### src/rtl/instr_loader_pkg.sv
// instr_loader_pkg: shared state encoding and header size for the instruction memory loader
package instr_loader_pkg;
  typedef enum logic [2:0] {IDLE, HDR_HI, HDR_LO, DATA, WRITE, CSUM, DONE, ERR} state_t;
  localparam int HDR_BYTES = 2;
endpackage

### src/rtl/instr_mem_loader_byte_packer.sv
// byte_packer: shifts bytes MSB-first into an S-bit word and flags the byte that completes it
module byte_packer #(
  parameter int S = 32
) (
  input  logic         clk,
  input  logic         rst_n,
  input  logic         clr,
  input  logic         en,
  input  logic [7:0]   din,
  output logic [S-1:0] word,
  output logic         last
);
  localparam int NB = S / 8;
  localparam int CW = (NB > 1) ? $clog2(NB) : 1;
  logic [CW-1:0] cnt;
  logic [S-1:0]  acc;
  logic [S+7:0]  ext;
  assign ext  = {acc, din};
  assign word = ext[S-1:0];
  assign last = en && cnt == CW'(NB - 1);
  // accumulate accepted bytes; byte counter rewinds when a word completes
  always_ff @(posedge clk) begin
    if (!rst_n || clr) begin
      cnt <= '0;
      acc <= '0;
    end else if (en) begin
      acc <= word;
      cnt <= last ? '0 : cnt + 1'b1;
    end
  end
endmodule

### src/rtl/instr_mem_loader.sv
// instr_mem_loader: loads a byte-stream program image into instruction memory; INSTR_LOADER_CHECKSUM_EN adds a trailing checksum word
module instr_mem_loader
  import instr_loader_pkg::*;
#(
  parameter  int S  = 32,
  parameter  int L  = 256,
  localparam int AW = $clog2(L)
) (
  input  logic          clk,
  input  logic          rst_n,
  input  logic          start,
  input  logic          in_valid,
  input  logic [7:0]    in_data,
  output logic          in_ready,
  output logic          we,
  output logic [AW-1:0] wa,
  output logic [S-1:0]  wd,
  output logic          busy,
  output logic          done,
  output logic          err,
  output logic          cpu_rst_n
);
  localparam int HW = 8 * HDR_BYTES;
  state_t        state;
  logic [HW-1:0] n, cnt, hdr;
  logic [S-1:0]  word;
  logic          last, idle_like, go, acc;
`ifdef INSTR_LOADER_CHECKSUM_EN
  logic [S-1:0]  sum;
`endif
  assign idle_like = state inside {IDLE, DONE, ERR};
  assign go        = start && idle_like;
  assign acc       = in_valid && in_ready;
  assign hdr       = {n[HW-1:8], in_data};
  assign in_ready  = state inside {HDR_HI, HDR_LO, DATA, CSUM};
  assign busy      = !idle_like;
  assign done      = state == DONE;
  assign err       = state == ERR;
  assign cpu_rst_n = !(busy || err);
  byte_packer #(.S(S)) u_packer (
    .clk  (clk),
    .rst_n(rst_n),
    .clr  (go),
    .en   (acc && (state == DATA || state == CSUM)),
    .din  (in_data),
    .word (word),
    .last (last)
  );
  // load sequencer: header, data words with one write cycle each, optional checksum
  always_ff @(posedge clk) begin
    if (!rst_n) begin
      state <= IDLE;
      we    <= 1'b0;
      wa    <= '0;
      wd    <= '0;
      n     <= '0;
      cnt   <= '0;
`ifdef INSTR_LOADER_CHECKSUM_EN
      sum   <= '0;
`endif
    end else begin
      we <= 1'b0;
      if (go) begin
        state <= HDR_HI;
        cnt   <= '0;
`ifdef INSTR_LOADER_CHECKSUM_EN
        sum   <= '0;
`endif
      end else begin
        case (state)
          HDR_HI: if (acc) begin
            n[HW-1:8] <= in_data;
            state     <= HDR_LO;
          end
          HDR_LO: if (acc) begin
            n[7:0] <= in_data;
            state  <= (hdr == '0 || hdr > HW'(L)) ? ERR : DATA;
          end
          DATA: if (last) begin
            we    <= 1'b1;
            wa    <= cnt[AW-1:0];
            wd    <= word;
            cnt   <= cnt + 1'b1;
`ifdef INSTR_LOADER_CHECKSUM_EN
            sum   <= sum + word;
`endif
            state <= WRITE;
          end
`ifdef INSTR_LOADER_CHECKSUM_EN
          WRITE: state <= (cnt == n) ? CSUM : DATA;
          CSUM: if (last) state <= (word == sum) ? DONE : ERR;
`else
          WRITE: state <= (cnt == n) ? DONE : DATA;
`endif
          default: ;
        endcase
      end
    end
  end
endmodule

### config.mk
export PLATFORM = sky130hd
export DESIGN_NAME = instr_mem_loader
export DESIGN_NICKNAME = d
export VERILOG_FILES = /design/src/rtl/instr_loader_pkg.sv /design/src/rtl/instr_mem_loader_byte_packer.sv /design/src/rtl/instr_mem_loader.sv
export SDC_FILE = /design/constraint.sdc
export NUM_CORES = 1
export LEC_CHECK = 0
export CAP_MARGIN = 20
export CORE_UTILIZATION = 55
export DETAILED_ROUTE_END_ITERATION = 7
export MAX_ROUTING_LAYER = met4
export PLACE_DENSITY = 0.81
export SETUP_SLACK_MARGIN = 0.3
export SYNTH_ARGS = -nofsm -noshare
export SYNTH_HDL_FRONTEND = slang
export SYNTH_HIERARCHICAL = 1
export SYNTH_SLANG_ARGS = --single-unit
### constraint.sdc
create_clock -name clk -period 3.6 [get_ports clk]
set_input_delay 0.54 -clock clk [delete_from_list [all_inputs] [get_ports clk]]
set_output_delay 0.54 -clock clk [all_outputs]
set_load 0.1 [all_outputs]
### After elaboration in Yosys (flattened, before gate mapping)

Cells that the tools add are included.

| operators by class | value |
|---|---|
| $add $sub $neg | 2 |
| reductions and logical operators | 25 |
| order comparisons | 1 |
| eq/ne operators | 15 |
| bitwise logic cells | 3 |
| muxes and demuxes | 9 |

Operators with widths:

| kind | number |
|---|---|
| $add A16 B1 Y16 const B | 1 |
| $eq A16 B16 Y1 | 1 |
| $gt A16 B9 Y1 const B | 1 |
| $logic_not A16 Y1 | 1 |
| $mux W3 | 5 |
| $eq A3 B3 Y1 const B | 4 |
| $pmux W3 S4 | 1 |
| $reduce_and A3 Y1 | 3 |
| $reduce_and A4 Y1 | 2 |
| $reduce_bool A4 Y1 | 2 |
| $eq A3 B2 Y1 const B | 2 |
| $ne A3 B2 Y1 const B | 2 |
| $reduce_bool A5 Y1 | 1 |
| $logic_and A1 B1 Y1 | 4 |
| $logic_or A1 B1 Y1 | 4 |
| $ne A2 B2 Y1 const B | 2 |
| $eq A3 B1 Y1 const B | 1 |
| $logic_not A1 Y1 | 3 |
| $logic_not A3 Y1 | 1 |
| $ne A3 B1 Y1 const B | 1 |
| $not A1 Y1 | 3 |
| $reduce_bool A3 Y1 | 1 |
| $reduce_or A3 Y1 | 1 |
| $add A2 B1 Y2 const B | 1 |
| 6 further kinds | 7 |

| storage, ports and cells | value |
|---|---|
| logic and storage cells | 65 |
| bits of input ports | 12 |
| bits in registers | 102 |

### Longest topological paths before layout

| depth | value |
|---|---|
| depth after elaboration | 8 |
| depth in mapped cells | 12 |

### Cells and area by module

The synthesis kept the hierarchy.

Modules (own cells, without submodules):

| module | area each (um^2) | cells each | sequential area each (um^2) | instances |
|---|---|---|---|---|
| instr_mem_loader | 3,412.0 | 404 | 1,521.5 | 1 |
| byte_packer | 1,009.7 | 96 | 520.5 | 1 |

### Worst setup path before layout

OpenSTA, ideal clock, no wires.

| timing | value |
|---|---|
| path kind | reg2reg |
| start point | register state[1] |
| end point | register, netlist name cnt[9] |
| path buffers | 4 |
| required time | 3,529 ps |
| path slack | 825 ps |
| data arrival time | 2,704 ps |
| cell stages (with the launch flop) | 12 |
| cell sequence | dfxtp_1 buf_2 buf_1 xor2_1 and3_1 buf_6 buf_4 and2_1 nand4b_4 or3_4 or3_1 a21oi_1 |

RTL lines:

| what | RTL line | RTL |
|---|---|---|
| from (decl) | instr_mem_loader.sv:24 | `state_t state;` |
| from (signal assigned) | instr_mem_loader.sv:77 | `state <= (hdr == '0 \|\| hdr > HW'(L)) ? ERR : DATA;` |
| from (signal assigned) | instr_mem_loader.sv:93 | `WRITE: state <= (cnt == n) ? DONE : DATA;` |

==> run summary <==
In this run the worst path has a maximum fanout of 31. Clock-pin slew was measured on the worst setup and hold paths at 100 ps. Dividing the detail-routed wire length by the instance count gives 15.07 um.

Setup violations remaining at the end of the flow were counted as 0. Among all stages on the critical path, the largest delay is contributed by sky130_fd_sc_hd__dfxtp_1. Kind of capture point of the worst setup path: a flop. The floorplan step defined a die boundary enclosing 0.008402 sq mm. The worst min-delay path category is flop to flop.

Max-cap violations in this run came to 0. Entering global routing, the biggest net connects 59 pins. The worst setup path is launched from a flop. Summed over all cells, the static leakage comes to 1.794 nW. The core region is 0.007767 sq mm.

The tools report the post-route clock skew as 13.02 ps. The async set-reset flop share out of synthesis was 0; the count of final hold-check violations was 0. The first routing iteration left 227 violations.

After clock tree synthesis, the flow added hold-fix buffers numbering 0. The met2 usage was 0.3910. Counting along the longest clock path gives a buffer depth of 2. The kind of critical path is flop to flop. During I/O placement, the number of pins put on the boundary was 58.

For the sum of overflow across all layers after global routing, the log shows 0. Number of global-route vias before repair: 3308. At the end of the flow, the number of nets in the layout was 546. The final critical path time including I/O delays and setup was 2682 ps.

Setup repair after global routing left no endpoint under its margin. The tools report the count of distinct cell types in the synthesized netlist as 43. Predominant post-synthesis flop cell: sky130_fd_sc_hd__dfxtp_1. The internal portion of the total power is 1.580 mW. The combinational cell fraction of total power was 0.077; the relative contribution of the clock network to total power was 0.374.

The run gives 500 as the number of instances in the synthesized netlist. The floorplan has 32 rows. The part of the total power dissipated in sequential elements was 0.549. Based on the critical path, the design can be clocked at up to 0.3728 GHz. After synthesis the cells add up to 0.004422 sq mm. The logs give 0 for the post-CTS repair timing setup buffer count and 514 for the total nets after synthesis. Total routing usage reported by global routing: 0.2488. met2 is the most crowded layer. The met1 usage was 0.3108; the relative area change from synthesis to final layout was 16.47%. The number of warnings issued by yosys is 6.

For the number of pins exceeding their max-slew limit in the final report, the log shows 0. Clock latency on the worst-skew pair, taken at its later pin, is 370 ps. The run finished with clean final reports.

In this design, the largest share of critical-path delay is due to simple AND/OR/NAND/NOR gates. The final route contains 3497 vias. On the worst path, the slowest cell contributes a delay of 710 ps. Measured along the x axis, the die boundary spans 91.67 um. The first-pass GRT wire length is 16010 um, and the power dissipated by switching net loads is 0.5137 mW.

For the worst setup path, the data arrival time is 2950 ps. The signal on the critical path passes through xor2_1 -> and3_1 -> and2_1 -> nand4b_4 -> buf_4 -> nor4_1 -> xnor2_1 -> nor2_1. The number of enable-type register cells in the synthesized netlist works out to 0. The run gives 0 as the residual antenna-violating net count after detailed routing. For the number of antenna violations at the first check in global routing, the log shows 0. The tools report the cell at the root of the clock tree as sky130_fd_sc_hd__clkbuf_8. The tools report the share of the yosys chip area belonging to registers as 0.4618. The final core utilization was 0.6630. The buffering stage count on the worst path with inverters included was 1; the H-tree depth was 3. Post-CTS repair changed the size of 0 cells. The largest vdd supply drop was 234.5 uV; the total power density per cell area was 406.5 mW/mm^2.

STA puts the critical path data required time at 3870 ps. The number of buffers inserted during clock tree synthesis was 9. The count of buffers added on input and output ports is 57. The half-perimeter wire length after placement was 6544 um. For the pin with the worst max-slew slack, the measured transition is 995.8 ps. In this run the vertical extent of the chip is 91.67 um.

The commonest non-fill, non-tap cell in the layout is sky130_fd_sc_hd__nand2_1. The tools report the worst relative slew slack as 0.3341. The repair_antennas step left the layout with diodes totalling 0.

The met3 track demand over resource in global routing is 0.03731, and the count of state elements after synthesis is 102. The net switching share of the total power came out at 0.2454. The count of clock tree sinks was 102.

Dividing the synthesized area by the synthesized cell count gives 8.843 sq um. Total routed wirelength: 9613 um. At the end of routability-driven placement, the weighted congestion stood at 0.8478. The post-detailed-route DRC marker count came out at 0.

In the layout the commonest cells are sky130_fd_sc_hd__nand2_1 (105), sky130_fd_sc_hd__dfxtp_1 (102), sky130_fd_sc_hd__clkdlybuf4s50_1 (52). The fraction of final layout cells sized beyond drive strength 1 was 0.05784. The run gives 0 ps as the summed negative setup slack over all endpoints. The via-per-instance ratio works out to 5.481. TritonCTS built the clock tree.

The final critical-path share of the clock period is 0.7451, and the first-pass detailed-route iteration total is 5. Total power for the finished layout comes to 2.094 mW. The starting utilization of the core area came out at 0.5693.
sequential cells by signal, summed over array words and instances (netlist names):
signal and count:
we 1, cnt 16, wa 8, u_packer/cnt 2
u_packer/acc 24, n 16, state 3, wd 32
path summary, 6_finish.rpt:
kind                                      start             endpoint  slack [ps]  cells after the start
hold reg to reg   u_packer/acc[19]$_SDFFE_PP0P_  wd[27]$_SDFFE_PN0P_         470                      2
setup reg to reg          state[1]$_SDFFE_PP0P_  cnt[5]$_SDFFE_PP0P_         920                      8
hold / removal    u_packer/acc[19]$_SDFFE_PP0P_  wd[27]$_SDFFE_PN0P_         470                      2
setup / recovery          state[1]$_SDFFE_PP0P_  cnt[5]$_SDFFE_PP0P_         920                      8
worst min-delay path: stages (launching register included):
cell and delay (ps):
sky130_fd_sc_hd__dfxtp_1 320, sky130_fd_sc_hd__nand2_1 50, sky130_fd_sc_hd__a21boi_0 60
cell type report:
type / instances / area [sq um]
Inverter: 5 / 18.77
Fill cell: 629 / 2618
Timing Repair Buffer: 65 / 618.1
Sequential cell: 102 / 2042
Tap cell: 102 / 127.6
Multi-Input combinational cell: 349 / 2131
Clock inverter: 5 / 85.08
Clock buffer: 10 / 127.6
stage by stage:
| stage | instance area, sq um | hold WS (ps) | std cells | worst slack, ps |
|---|---|---|---|---|
| 2_1_floorplan | 4422 | 440.3 | 500 | 824.5 |
| 3_3_place_gp | 4937 | 456.0 | 623 | 823.4 |
| 3_5_place_dp | 4937 | 459.7 | 623 | 718.9 |
| 4_1_cts | 5150 | 473.1 | 638 | 938.5 |
| 5_1_grt | 5150 | 496.0 | 638 | 695.2 |
| 6_report | 5150 | 470.0 | 638 | 917.5 |
cells in the mapped netlist (all sizes together), types with 3 or more instances:
library cell,number,area share
nand2,105,0.089
dfxtp,102,0.46
a21boi,48,0.081
nor2,38,0.032
mux2i,36,0.081
buf,26,0.037
xor2,20,0.040
clkbuf,18,0.015
nor2b,11,0.016
a21oi,10,0.011
o21ai,9,0.010
nand3,8,0.0091
nor4,8,0.011
and3,6,0.0085
nand4,6,0.0085
or3,6,0.0096
inv,5,0.0042
xnor2,5,0.0099
and4,4,0.0079
nor3,4,0.0045
and2,3,0.0042
nand2b,3,0.0042
layer usage:
metal,wire length [um],up-vias
li1,-,1735
met1,4320,1649
met2,4619,91
met3,405,22
met4,267,0
met5,0,-
power by group through the flow:
stage | Combinational (mW) | Clock [mW] | Sequential (mW)
2_1_floorplan | 0.129 | 0 | 1.17
3_3_place_gp | 0.158 | 0 | 1.17
3_5_place_dp | 0.159 | 0 | 1.18
4_1_cts | 0.160 | 0.790 | 1.15
5_1_grt | 0.172 | 0.840 | 1.15
6_report | 0.161 | 0.783 | 1.15
logic make-up after synthesis:
group                      synth area share
and+or+nand+nor                      0.2269
adders and majority gates          0.007922
DFF                                  0.4618
muxes                               0.08404
buffers and inverters               0.05631
AOI/OAI and AO/OA                    0.1135
xor gates and xnor gates            0.04952
(Power assumes the default switching activity.)
==> RTL edit (config.mk and constraints unchanged) <==
`S` is set to 32 in 2 places; all go to 16.
--- a/src/rtl/instr_mem_loader_byte_packer.sv
+++ b/src/rtl/instr_mem_loader_byte_packer.sv
@@ -1,6 +1,6 @@
 // byte_packer: shifts bytes MSB-first into an S-bit word and flags the byte that completes it
 module byte_packer #(
-  parameter int S = 32
+  parameter int S = 16
 ) (
   input  logic         clk,
   input  logic         rst_n,
--- a/src/rtl/instr_mem_loader.sv
+++ b/src/rtl/instr_mem_loader.sv
@@ -2,7 +2,7 @@
 module instr_mem_loader
   import instr_loader_pkg::*;
 #(
-  parameter  int S  = 32,
+  parameter  int S  = 16,
   parameter  int L  = 256,
   localparam int AW = $clog2(L)
 ) (
Interface: changed (resized wd); port bits go from 58 to 42. The function was not compared with the original's and may differ.
==> RTL edit against the original RTL <==
  * Wire length down 31%
  * Fmax is 4.6% higher
  * Power down 29%
  * Critical endpoint is now cnt[15]$_SDFFE_PP0P_
  * Synthesized area shrank 29%
  * Sequential cell count down 33
  * Final area is 28% lower
  * Worst setup slack improved by 120 ps
  * Largest power group unchanged
==> RTL edit: results (changes against the original RTL) <==
- Outcome: finished clean
- Gr usage total: 0.246 (-0.00298)
- Met1 demand-to-capacity share in global routing: 0.320 (+0.00921)
- Worst rel slew slack: 0.342 (+0.00745)
- Worst r2r path cells: 7 (-1)
- Pre-antenna DRT Iters: 4 (-1)
- Routability Congestion: 0.845 (-0.31%)
- Layout net count: 406 (-26%)
- Via total after detailed routing: 2562 (-27%)
- Synth area leaders: sky130_fd_sc_hd__dfxtp_1, sky130_fd_sc_hd__nand2_1, sky130_fd_sc_hd__a21boi_0, sky130_fd_sc_hd__xor2_1, sky130_fd_sc_hd__mux2i_1
- FILL cells: 439 (-30%)
- Routed wl met2: 3.09 mm (-33%)
- Met3 Use GR: 0.0624 (+0.0250)
- Detailed placer's ending HPWL: 4.58 mm (-30%)
- Via count of the first global-routing pass: 2304 (-30%)
- Worst reg2reg path endpoint: cnt[15]$_SDFFE_PP0P_
- CTS clock-pin slew for the worst setup and hold paths: 70 ps (-30 ps)
- Hold Path End: wa[6]$_SDFFE_PN0P_
- Met2 global-route usage: 0.367 (-0.0237)
- Port Buffer Count: 41 (-28%)
- Minimum setup slack among reg-to-reg paths: 1040 ps (+120 ps)
- Crit-path max cell delay: 650 ps (-60 ps)
- Largest regs: cnt: 16 flops, n: 16 flops, wd: 16 flops
- Arrival time at the worst endpoint: 2840 ps (-110 ps)
- Startpoint of the tightest hold check path: wa[6]$_SDFFE_PN0P_
- Setup Skew: 6.40 ps (-6.62 ps)
- Global-route wire length before repair: 11.2 mm (-30%)
- Critical Path Fanout Max: 17 (-45%)
- Commonest cells in the synthesized netlist: sky130_fd_sc_hd__nand2_1, sky130_fd_sc_hd__dfxtp_1, sky130_fd_sc_hd__a21boi_0, sky130_fd_sc_hd__nor2_1, sky130_fd_sc_hd__xor2_1
- Clock insertion delay at the later pin of the skew report: 340 ps (-30 ps)
- Cell area reported after detailed placement: 0.00353 mm^2 (-29%)
- Met3 WL post-DR: 296 um (-27%)
- Largest net degree at the start of global routing: 50 (-15%)
- Wire length after detailed routing: 6.66 mm (-31%)
- Count of unique library cells instantiated by Yosys: 46 (+7.0%)
## RTL edit: changes by cell type after synthesis, sizes merged, moves of 3 or more
cell	before	now
dfxtp	102	69
nand2	105	74
mux2i	36	19
a21boi	48	32
nor2	38	23
buf	26	15
a21oi	10	7
and4	4	1
nor3	4	7
nor4	8	5
## RTL edit: final cells by class
| type | count | area, um^2 | area share |
|---|---|---|---|
| well taps | 72 | 90.1 | 0.0243 |
| clock buffers | 10 | 138 | 0.0372 |
| clock inverters | 6 | 38.8 | 0.0105 |
| multi-input cells | 262 | 1590 | 0.430 |
| repair buffers | 48 | 450 | 0.122 |
| inverters | 3 | 11.3 | 0.00304 |
| flip-flops and latches | 69 | 1380 | 0.373 |
## RTL edit: power breakdown
group / leakage [nW] / internal, mW / switching (mW)
Sequential: 0.556 / 0.770 / 0.0132
Combinational: 0.672 / 0.0507 / 0.0945
Clock: 0.0880 / 0.266 / 0.289
Total: 1.32 / 1.09 / 0.396
## RTL edit: through the flow
stage	std cells	power (mW)	hold slack (ps)	worst slack, ps	util
4_1_cts	470	1.49	466	1070	0.672
5_1_grt	470	1.54	490	900	0.672
2_1_floorplan	367	0.907	440	984	-
6_report	470	1.48	464	1040	0.672
3_3_place_gp	454	0.944	449	886	0.640
3_5_place_dp	454	0.945	457	821	0.640
## RTL edit: kinds of logic (layout without fill, tap and decap cells)
kind of cell | Yosys count | after routing | synth area share
and+or+nand+nor | 160 | 160 | 0.243
DFF | 69 | 69 | 0.438
AOI/OAI and AO/OA | 53 | 53 | 0.116
buffers and inverters | 36 | 67 | 0.0571
xor gates and xnor gates | 27 | 27 | 0.0750
muxes | 20 | 20 | 0.0639
adders and majority gates | 2 | 2 | 0.00714
## RTL edit: worst max-delay path, delay by kind of cell (launching register included)
kind,cells,cell delay [ps]
AOI/OAI and AO/OA,1,140
xor gates and xnor gates,1,230
DFF,1,650
and+or+nand+nor,5,1470
## RTL edit: worst max-delay path by stage
stage | from | end | slack [ps] | cells after the start
after CTS | state[1]$_SDFFE_PP0P_ | cnt[15]$_SDFFE_PP0P_ | 1070 | 7
after global placement | in_valid | cnt[15]$_SDFFE_PP0P_ | 890 | 7
after floorplan | state[1]$_SDFFE_PP0P_ | cpu_rst_n | 980 | 3
after detailed placement | in_valid | cnt[10]$_SDFFE_PP0P_ | 820 | 8
final | state[1]$_SDFFE_PP0P_ | cnt[15]$_SDFFE_PP0P_ | 1040 | 7
after global routing | state[1]$_SDFFE_PP0P_ | cnt[15]$_SDFFE_PP0P_ | 900 | 7
